### src/rtl/mem_lsu.sv
// MEM stage of the RV32I pipeline: data-memory bus master (req/gnt + rvalid),
// store lane placement, load extraction/extension, upstream stall and MEM/WB register.
module mem_lsu #(
  parameter int unsigned DMEM_AW = 32
) (
  input  logic               clk_i,
  input  logic               rst_ni,
  input  logic [31:0]        alu_mem_i,
  input  logic [31:0]        rs2_mem_i,
  input  logic [31:0]        pc4_mem_i,
  input  logic               MemRW_mem_i,
  input  logic [1:0]         WBSel_mem_i,
  input  logic               RegWEn_mem_i,
  input  logic [4:0]         rsW_mem_i,
  input  logic [31:0]        inst_mem_i,
  input  logic               enable_i,
  input  logic               reset_i,
  output logic               dmem_req_o,
  output logic               dmem_we_o,
  output logic [DMEM_AW-1:0] dmem_addr_o,
  output logic [3:0]         dmem_be_o,
  output logic [31:0]        dmem_wdata_o,
  input  logic               dmem_gnt_i,
  input  logic               dmem_rvalid_i,
  input  logic [31:0]        dmem_rdata_i,
  output logic               stall_o,
  output logic               misaligned_o,
  output logic [31:0]        alu_wb_o,
  output logic [31:0]        mem_wb_o,
  output logic [31:0]        pc4_wb_o,
  output logic [31:0]        inst_wb_o,
  output logic [1:0]         WBSel_wb_o,
  output logic               RegWEn_wb_o,
  output logic [4:0]         rsW_wb_o
);

  typedef enum logic [1:0] {IDLE, WAIT_R, HOLD} state_e;
  typedef enum logic [1:0] {SZ_B, SZ_H, SZ_W} size_e;

  typedef struct packed {
    logic [31:0] alu;
    logic [31:0] mem;
    logic [31:0] pc4;
    logic [31:0] inst;
    logic [1:0]  wbsel;
    logic        regwen;
    logic [4:0]  rsw;
  } memwb_t;

  // Undefined funct3 encodings fall through to a word access.
  function automatic size_e acc_size(input logic [2:0] f3, input logic is_st);
    if (f3 == 3'b000 || (!is_st && f3 == 3'b100)) return SZ_B;
    if (f3 == 3'b001 || (!is_st && f3 == 3'b101)) return SZ_H;
    return SZ_W;
  endfunction

  function automatic logic [31:0] load_ext(input logic [2:0] f3, input logic [1:0] off,
                                           input logic [31:0] word);
    logic [31:0] sh;
    sh = word >> {off, 3'b000};
    case (acc_size(f3, 1'b0))
      SZ_B:    return f3[2] ? {24'd0, sh[7:0]}  : {{24{sh[7]}}, sh[7:0]};
      SZ_H:    return f3[2] ? {16'd0, sh[15:0]} : {{16{sh[15]}}, sh[15:0]};
      default: return word;
    endcase
  endfunction

  state_e      state_q, state_d;
  logic [2:0]  f3_q, f3_d;
  logic [1:0]  off_q, off_d;
  logic [31:0] resp_q, resp_d;
  memwb_t      memwb_q, memwb_d;

  logic        is_store, is_load, is_access, misalign;
  size_e       size;
  logic [3:0]  be;
  logic [31:0] wdata;
  logic        req, stall, mis_flag;
  logic [31:0] wb_mem;

  always_comb begin
    is_store  = MemRW_mem_i;
    is_load   = ~MemRW_mem_i & RegWEn_mem_i & (WBSel_mem_i == 2'b00);
    is_access = is_store | is_load;
    size      = acc_size(inst_mem_i[14:12], is_store);
    misalign  = is_access & (((size == SZ_H) && alu_mem_i[0]) ||
                             ((size == SZ_W) && (alu_mem_i[1:0] != 2'b00)));
  end

  always_comb begin
    be    = 4'b1111;
    wdata = '0;
    if (is_store) begin
      case (size)
        SZ_B: begin
          be    = 4'b0001 << alu_mem_i[1:0];
          wdata = {4{rs2_mem_i[7:0]}};
        end
        SZ_H: begin
          be    = 4'b0011 << alu_mem_i[1:0];
          wdata = {2{rs2_mem_i[15:0]}};
        end
        default: wdata = rs2_mem_i;
      endcase
    end
  end

  always_comb begin
    // NOTE: every signal gets a default before the case so no path leaves one unassigned (no latches).
    state_d  = state_q;
    f3_d     = f3_q;
    off_d    = off_q;
    resp_d   = resp_q;
    req      = 1'b0;
    stall    = 1'b0;
    mis_flag = 1'b0;
    wb_mem   = '0;
    case (state_q)
      IDLE: begin
        if (is_access) begin
          if (misalign) begin
            mis_flag = 1'b1;
          end else begin
            req = 1'b1;
            if (is_store) begin
              stall = ~dmem_gnt_i;
            end else begin
              stall = 1'b1;
              if (dmem_gnt_i) begin
                f3_d    = inst_mem_i[14:12];
                off_d   = alu_mem_i[1:0];
                state_d = WAIT_R;
              end
            end
          end
        end
      end
      WAIT_R: begin
        stall = 1'b1;
        if (dmem_rvalid_i) begin
          if (enable_i) begin
            stall   = 1'b0;
            wb_mem  = load_ext(f3_q, off_q, dmem_rdata_i);
            state_d = IDLE;
          end else begin
            resp_d  = load_ext(f3_q, off_q, dmem_rdata_i);
            state_d = HOLD;
          end
        end
      end
      HOLD: begin
        stall = 1'b1;
        if (enable_i) begin
          stall   = 1'b0;
          wb_mem  = resp_q;
          state_d = IDLE;
        end
      end
      default: state_d = IDLE;
    endcase
  end

  // A stalled or misaligned cycle retires nothing, so MEM/WB takes an all-zero bubble.
  always_comb begin
    memwb_d = memwb_q;
    if (enable_i) begin
      if (reset_i || stall || mis_flag) begin
        memwb_d = '0;
      end else begin
        memwb_d.alu    = alu_mem_i;
        memwb_d.mem    = wb_mem;
        memwb_d.pc4    = pc4_mem_i;
        memwb_d.inst   = inst_mem_i;
        memwb_d.wbsel  = WBSel_mem_i;
        memwb_d.regwen = RegWEn_mem_i;
        memwb_d.rsw    = rsW_mem_i;
      end
    end
  end

  // NOTE: state is updated with non-blocking assignments so all flops sample the same pre-edge values.
  always_ff @(posedge clk_i or negedge rst_ni) begin
    if (!rst_ni) begin
      state_q <= IDLE;
      f3_q    <= '0;
      off_q   <= '0;
      resp_q  <= '0;
      memwb_q <= '0;
    end else begin
      state_q <= state_d;
      f3_q    <= f3_d;
      off_q   <= off_d;
      resp_q  <= resp_d;
      memwb_q <= memwb_d;
    end
  end

  // Bus and control outputs are forced low while reset is held.
  assign dmem_req_o   = rst_ni & req;
  assign dmem_we_o    = rst_ni & is_store;
  assign dmem_addr_o  = rst_ni ? {alu_mem_i[DMEM_AW-1:2], 2'b00} : '0;
  assign dmem_be_o    = rst_ni ? be : 4'b0000;
  assign dmem_wdata_o = rst_ni ? wdata : '0;
  assign stall_o      = rst_ni & stall;
  assign misaligned_o = rst_ni & mis_flag;

  assign alu_wb_o    = memwb_q.alu;
  assign mem_wb_o    = memwb_q.mem;
  assign pc4_wb_o    = memwb_q.pc4;
  assign inst_wb_o   = memwb_q.inst;
  assign WBSel_wb_o  = memwb_q.wbsel;
  assign RegWEn_wb_o = memwb_q.regwen;
  assign rsW_wb_o    = memwb_q.rsw;

endmodule
### config.mk
export PLATFORM = sky130hd
export DESIGN_NAME = mem_lsu
export DESIGN_NICKNAME = d
export VERILOG_FILES = /design/src/rtl/mem_lsu.sv
export SDC_FILE = /design/constraint.sdc
export NUM_CORES = 1
export LEC_CHECK = 0
export CORE_MARGIN = 8
export CORE_UTILIZATION = 43
export DETAILED_ROUTE_END_ITERATION = 10
export PLACE_DENSITY = 0.82
export SLEW_MARGIN = 20
export SYNTH_ARGS = -nofsm -noshare
export SYNTH_HDL_FRONTEND = slang
export SYNTH_SLANG_ARGS = --single-unit
### constraint.sdc
create_clock -name clk_i -period 2.4 [get_ports clk_i]
set_input_delay 0.24 -clock clk_i [delete_from_list [all_inputs] [get_ports clk_i]]
set_output_delay 0.24 -clock clk_i [all_outputs]
set_load 0.05 [all_outputs]
==> flow_metrics.tcl, run 1 <==
set metrics [dict create \
    cp_top_family "buffers and inverters" \
    slew-limit-headroom_pct 49.2 \
    final-hold-violation-count 0 \
    io_buffers 380 \
    worst-path-buf-inv 3 \
    cts-buffers-inserted 17 \
    htreeDepth 4 \
    drt_wl_total_um 32200 \
    setup_viol 0 \
    dp_hpwl_um 24500 \
    worstPathArrival_ps 2050 \
    fin_util_pct 69.8 \
    pwr-share-seq_pct 35.7 \
    rsz0062_at_grt "true" \
    wl_per_cell_um 19.7 \
    antenna_found_initial 0 \
    cp_slowest_stage_delay_ps 490 \
    cp_slowest_cell "clkdlybuf4s50_1" \
    critPathRequiredTime_ps 2160 \
    pin_count 383 \
    worst_slack_ps 113 \
    powerDensity_nw_per_um2 722 \
    clock_skew_ps 7.01 \
    drt_iter0_markers 690 \
    die_w_um 160 \
    internal_power_mw 6.41 \
    placed_area_um2 13600 \
    cts-root-buf "clkbuf_16" \
    crit_path_frequent_cell "buf_12" \
    via_per_inst 5.32 \
    max_freq_mhz 437 \
    hp-class "in -> reg" \
    ys_async_sr_fraction_pct 100 \
    p_leak_nw 5.96 \
    nets 1532 \
    synth-seq-cells 175 \
    dp_slack_ps 19.6 \
    avgSynthCellArea_um2 8.88 \
    setup_tns_ps 0 \
    finalNonFillerCells 1636 \
    synth_area_um2 8910 \
    path_max_fanout 13 \
    start_kind "input port" \
    grt_use_total_pct 24.9 \
    endpoint_kind "primary output" \
    drive_above_1_share_pct 13.2 \
    route.antenna.remaining_nets 0 \
    rows 52 \
    worstSetupPathType "in -> out" \
    final_area_um2 14200 \
    netlist_instances 1004 \
    start_util_pct 43.9 \
    post_cts_buffers 0 \
    fin_crit_ps 2290 \
    ys.flop_type "dfrtp_1" \
    yosysWarnings 0 \
    area_delta_synth_final_pct 58.9 \
    synth_edf_count 0 \
    status "finished clean" \
    route.detailed.drc 0 \
    maxCapViolCount 0 \
    gp_congestion 0.849 \
    switching_power_mw 3.82 \
    n_antenna_cell 0 \
    clock_path_buffers 2 \
    dpl.cell_count 1603 \
    die_h_um 160 \
    clock-sinks 175 \
    peakVddDrop_v 0.000463 \
    fin_crit_sh_pct 95.3 \
    power.share.clock_pct 26.5 \
    worstPathCellList "clkdlybuf4s50_1, buf_12, nor4b_4, o21ai_1, o21a_1, nor3_1, buf_12" \
    switching_share_pct 37.3 \
    dr.pass1.iters 5 \
    grt_max_degree 178 \
    yosysSeqAreaShare_pct 49.1 \
    grt_pass1_vias 9158 \
    combPwrFrac_pct 37.8 \
    cts_tree "built" \
    clk-insertion-delay-late_ps 420 \
    synth_cell_types 48 \
    core_area_um2 20300 \
    grt_pass1_wl_um 51000 \
    clkTransAtPathRegs_ps 60 \
    dieArea_um2 25600 \
    via_count 8701 \
    final-max-slew-violation-count 0 \
    grt-ovfl-total 0 \
    tightest_slew_ps 760 \
]
==> metrics by stage <==
| step | hold WS [ps] | power (mW) |
|---|---|---|
| floorplan | -55.6 | 6.02 |
| global placement | 106 | 7.44 |
| detailed placement | 105 | 7.55 |
| CTS | 181 | 10.3 |
| global route | 221 | 10.7 |
| finish | 197 | 10.2 |
==> cell families (layout without fill, tap and decap cells) <==
group,count (synthesis),after routing,synth area share [%]
AO/OA/AOI/OAI,279,279,20.6
flip-flops,175,175,49.1
other,1,2,0.0421
multiplexers,37,37,4.55
AND/OR/NAND/NOR,280,280,14.1
adder cells (fa/ha/maj),4,4,0.562
buffers and inverters,228,589,11.0
==> repair_timing <==
action / 4_1_cts / 5_1_grt
hold endpoints to repair: 10 / 0
hold buffers: 1 / 0
setup endpoints to repair: 0 / 4
resized for setup: 0 / 3
==> registers in the layout, summed over array words and instances, names as in the netlist, 2 cells and up <==
signal / count
state_q: 2
rsW_wb_o: 5
mem_wb_o: 32
alu_wb_o: 32
pc4_wb_o: 32
resp_q: 32
off_q: 2
inst_wb_o: 32
WBSel_wb_o: 2
f3_q: 3
==> layer usage <==
layer	track usage, %	wire, um
met5	0	0
met3	8.46	2500
met2	42.8	16400
met4	8.84	952
met1	28.3	12300
==> cell usage in the layout, fill, tap and decap left out, types with 3 or more instances in the layout <==
master / n
a222oi_1: 7
ha_1: 3
clkinvlp_4: 3
inv_1: 141
o21ai_0: 12
inv_6: 4
nand2b_1: 13
a32oi_1: 7
and2_1: 31
nor2_1: 33
a221oi_1: 15
buf_4: 38
dfrtp_1: 175
o221a_2: 7
o21ai_1: 17
a31oi_1: 3
o22ai_1: 135
mux2_2: 20
and3_1: 9
a21oi_1: 45
nor2b_1: 4
clkdlybuf4s50_1: 308
a211oi_1: 3
a22oi_1: 10
buf_12: 67
clkinv_4: 3
mux2i_1: 15
nand3_1: 9
a211oi_2: 5
clkbuf_16: 17
nand2_1: 170
==> tightest hold or removal path: stages <==
cell	delay [ps]
buf_6	120
a2111o_1	120
o21ai_0	80
==> path summary, 6_finish.rpt <==
| check | start | to | slack (ps) | cells after the start |
|---|---|---|---|---|
| worst min-delay path | enable_i | state_q[1]$_DFFE_PN0P_ | 200 | 3 |
| worst max register to register | off_q[1]$_DFFE_PN0P_ | mem_wb_o[14]$_DFFE_PN0P_ | 270 | 6 |
| worst max-delay path | MemRW_mem_i | stall_o | 110 | 7 |
| worst min register to register | resp_q[15]$_DFFE_PN0P_ | resp_q[15]$_DFFE_PN0P_ | 490 | 2 |
| max in group asynchronous | rst_ni | pc4_wb_o[14]$_DFFE_PN0P_ | 1390 | 3 |
| min in group asynchronous | rst_ni | inst_wb_o[7]$_DFFE_PN0P_ | 230 | 2 |
==> power groups by stage <==
stage	clock (mW)	combinational (mW)	sequential, mW
finish	2.71	3.87	3.65
global route	2.89	4.10	3.71
detailed placement	0	3.85	3.70
CTS	2.76	3.86	3.65
global placement	0	3.77	3.67
floorplan	0	1.61	4.40
==> synthesized netlist by cell type, types with 2 or more instances <==
library cell / count / area share (%)
mux2_2: 20 / 2.5
mux2_4: 2 / 0.34
a21oi_1: 46 / 2.6
a21boi_0: 2 / 0.17
nor2b_1: 4 / 0.28
nand4b_1: 2 / 0.20
inv_1: 141 / 5.9
o21a_1: 2 / 0.17
o21ai_1: 17 / 0.95
ha_1: 4 / 0.56
nand3b_1: 2 / 0.17
o221a_2: 7 / 0.88
a222oi_1: 7 / 0.79
o21ai_0: 12 / 0.67
buf_6: 11 / 1.4
clkbuf_1: 49 / 2.1
dfrtp_1: 175 / 49
a22oi_1: 10 / 0.84
nand2b_1: 14 / 0.98
o22ai_1: 135 / 9.5
and3_1: 9 / 0.63
nor2_1: 34 / 1.4
a211oi_1: 8 / 0.67
buf_1: 2 / 0.084
buf_2: 20 / 1.1
nand2_1: 170 / 7.2
a32oi_1: 7 / 0.69
buf_4: 4 / 0.34
a221oi_1: 15 / 1.5
nand3_1: 9 / 0.51
and2_1: 31 / 2.2
mux2i_1: 15 / 1.7
a31oi_1: 3 / 0.21
==> cell type report <==
class                           count  area [um2]
Clock buffer                       20         447
Clock inverter                     12         125
Fill cell                        1569        6130
Inverter                          141         529
Multi-Input combinational cell    602        3600
Sequential cell                   175        4380
Tap cell                          270         338
Timing Repair Buffer              416        4740
No activity file was read; power rests on OpenSTA's default activity.
==> inputs of run 2 (changes only) <==
CORE_AREA = 2 2 147 149   (was unset)
CORE_MARGIN = unset   (was 8)
CORE_UTILIZATION = unset   (was 43)
CTS_CLUSTER_DIAMETER = 40   (was unset)
DIE_AREA = 0 0 149 151   (was unset)
==> flow_metrics.tcl, run 2 (synthesis results as in run 1) <==
set metrics [dict create \
    status "finished clean" \
    seqCellArea_um2 4380 \
    route.detailed.drc 0 \
    grt_pass1_vias 8821 \
    p_leak_nw 6.00 \
    dieArea_um2 22500 \
    maxCapViolCount 0 \
    final-max-slew-violation-count 0 \
    worst_slack_ps 92.4 \
    rows 53 \
    hp-class "in -> reg" \
    setup_viol 0 \
    slew-limit-headroom_pct 48.5 \
    cts_tree "built" \
    clock-sinks 175 \
    placed_area_um2 13700 \
    start_kind "flip-flop" \
    cts-root-buf "clkbuf_16" \
    drt_wl_total_um 30200 \
    core_area_um2 20800 \
    via_count 8720 \
    fin_crit_sh_pct 96.1 \
    final_area_um2 14300 \
    route.antenna.remaining_nets 0 \
    final-hold-violation-count 0 \
    grt-ovfl-total 0 \
    htreeDepth 4 \
    critPathRequiredTime_ps 2160 \
    endpoint_kind "primary output" \
    grt_max_degree 194 \
    pin_count 383 \
    die_h_um 151 \
    die_w_um 149 \
    drt_iter0_markers 564 \
    tightest_slew_ps 772 \
    grt_pass1_wl_um 46600 \
    worstPathArrival_ps 2070 \
    peakVddDrop_v 0.000474 \
    fill_cells 1591 \
    powerDensity_nw_per_um2 723 \
    mostFrequentLayoutCell "clkdlybuf4s50_1" \
    antenna_found_initial 0 \
    clock_path_buffers 2 \
    dr.pass1.iters 5 \
    wl_per_cell_um 18.4 \
    finalNonFillerCells 1641 \
    io_buffers 380 \
    clock_skew_ps 13.7 \
    cts-buffers-inserted 17 \
    clkTransAtPathRegs_ps 70 \
    layout_common_cells "clkdlybuf4s50_1, dfrtp_1, nand2_1" \
    multi_input_area_um2 3600 \
    drive_above_1_share_pct 13.2 \
    area_delta_synth_final_pct 60.5 \
    grt_use_total_pct 26.6 \
    max_freq_mhz 433 \
    start_util_pct 42.8 \
    gp_congestion 0.857 \
    clk-insertion-delay-late_ps 430 \
    post_cts_buffers 0 \
    via_per_inst 5.31 \
    dp_hpwl_um 22400 \
    worstSetupPathType "reg -> out" \
    dpl.cell_count 1607 \
    dp_slack_ps -3.66 \
    fin_crit_ps 2310 \
    nets 1531 \
    hold_ws_ps 105 \
    path_max_fanout 4 \
]
==> run 2: worst max-delay path, cell delays in order (launching register included) <==
cell	delay, ps
dfrtp_1	410
inv_1	90
ha_1	210
nand2b_1	80
a21boi_0	330
o21a_1	190
nor3_1	50
buf_4	140
buf_12	140
==> run 2: worst paths after layout <==
kind	from	end	slack, ps	cells past startpoint
hold / removal	enable_i	resp_q[23]$_DFFE_PN0P_	110	2
min in group asynchronous	rst_ni	alu_wb_o[31]$_DFFE_PN0P_	270	2
setup reg to reg	off_q[1]$_DFFE_PN0P_	mem_wb_o[11]$_DFFE_PN0P_	170	6
hold reg to reg	resp_q[31]$_DFFE_PN0P_	resp_q[31]$_DFFE_PN0P_	480	2
setup / recovery	state_q[0]$_DFFE_PN0P_	stall_o	90	8
max in group asynchronous	rst_ni	pc4_wb_o[12]$_DFFE_PN0P_	1010	4
==> run 2: layout make-up <==
| class | count | area share (%) |
|---|---|---|
| repair buffers | 415 | 34.0 |
| multi-input cells | 602 | 25.2 |
| well taps | 275 | 2.40 |
| diodes | 1 | 0.0175 |
| clock inverters | 13 | 0.997 |
| clock buffers | 19 | 3.10 |
| flip-flops and latches | 175 | 30.6 |
| inverters | 141 | 3.70 |
==> run 2: timing repair <==
| item | CTS | global route |
|---|---|---|
| endpoints found under the hold margin | 20 | 0 |
| setup endpoints to repair | 1 | 3 |
| hold buffers | 1 | 0 |
| resized for setup | 1 | 3 |
==> run 2: through the flow <==
step | setup TNS (ps) | utilization (%) | power (mW)
detailed placement | -3.66 | 65.8 | 7.55
floorplan | 0 | - | 6.02
finish | 0 | 68.7 | 10.3
global route | -1.43 | 68.7 | 10.8
CTS | 0 | 68.6 | 10.4
global placement | 0 | 65.8 | 7.45
==> run 2: metal layers <==
metal	part of all wire [%]	GRT usage, %	vias to the layer above	routed length (um)
met2	50	44.8	381	15200
met4	3.6	11.5	0	1080
met1	38	32.1	4162	11600
met3	7.6	7.32	71	2300
li1	-	-	4106	-
met5	0	0	-	0
==> run 2: power by group <==
group | internal, mW | total [mW] | switching [mW]
registers | 3.39 | 3.66 | 0.273
logic | 1.55 | 3.87 | 2.32
clock network | 1.51 | 2.80 | 1.30
total | 6.45 | 10.3 | 3.89
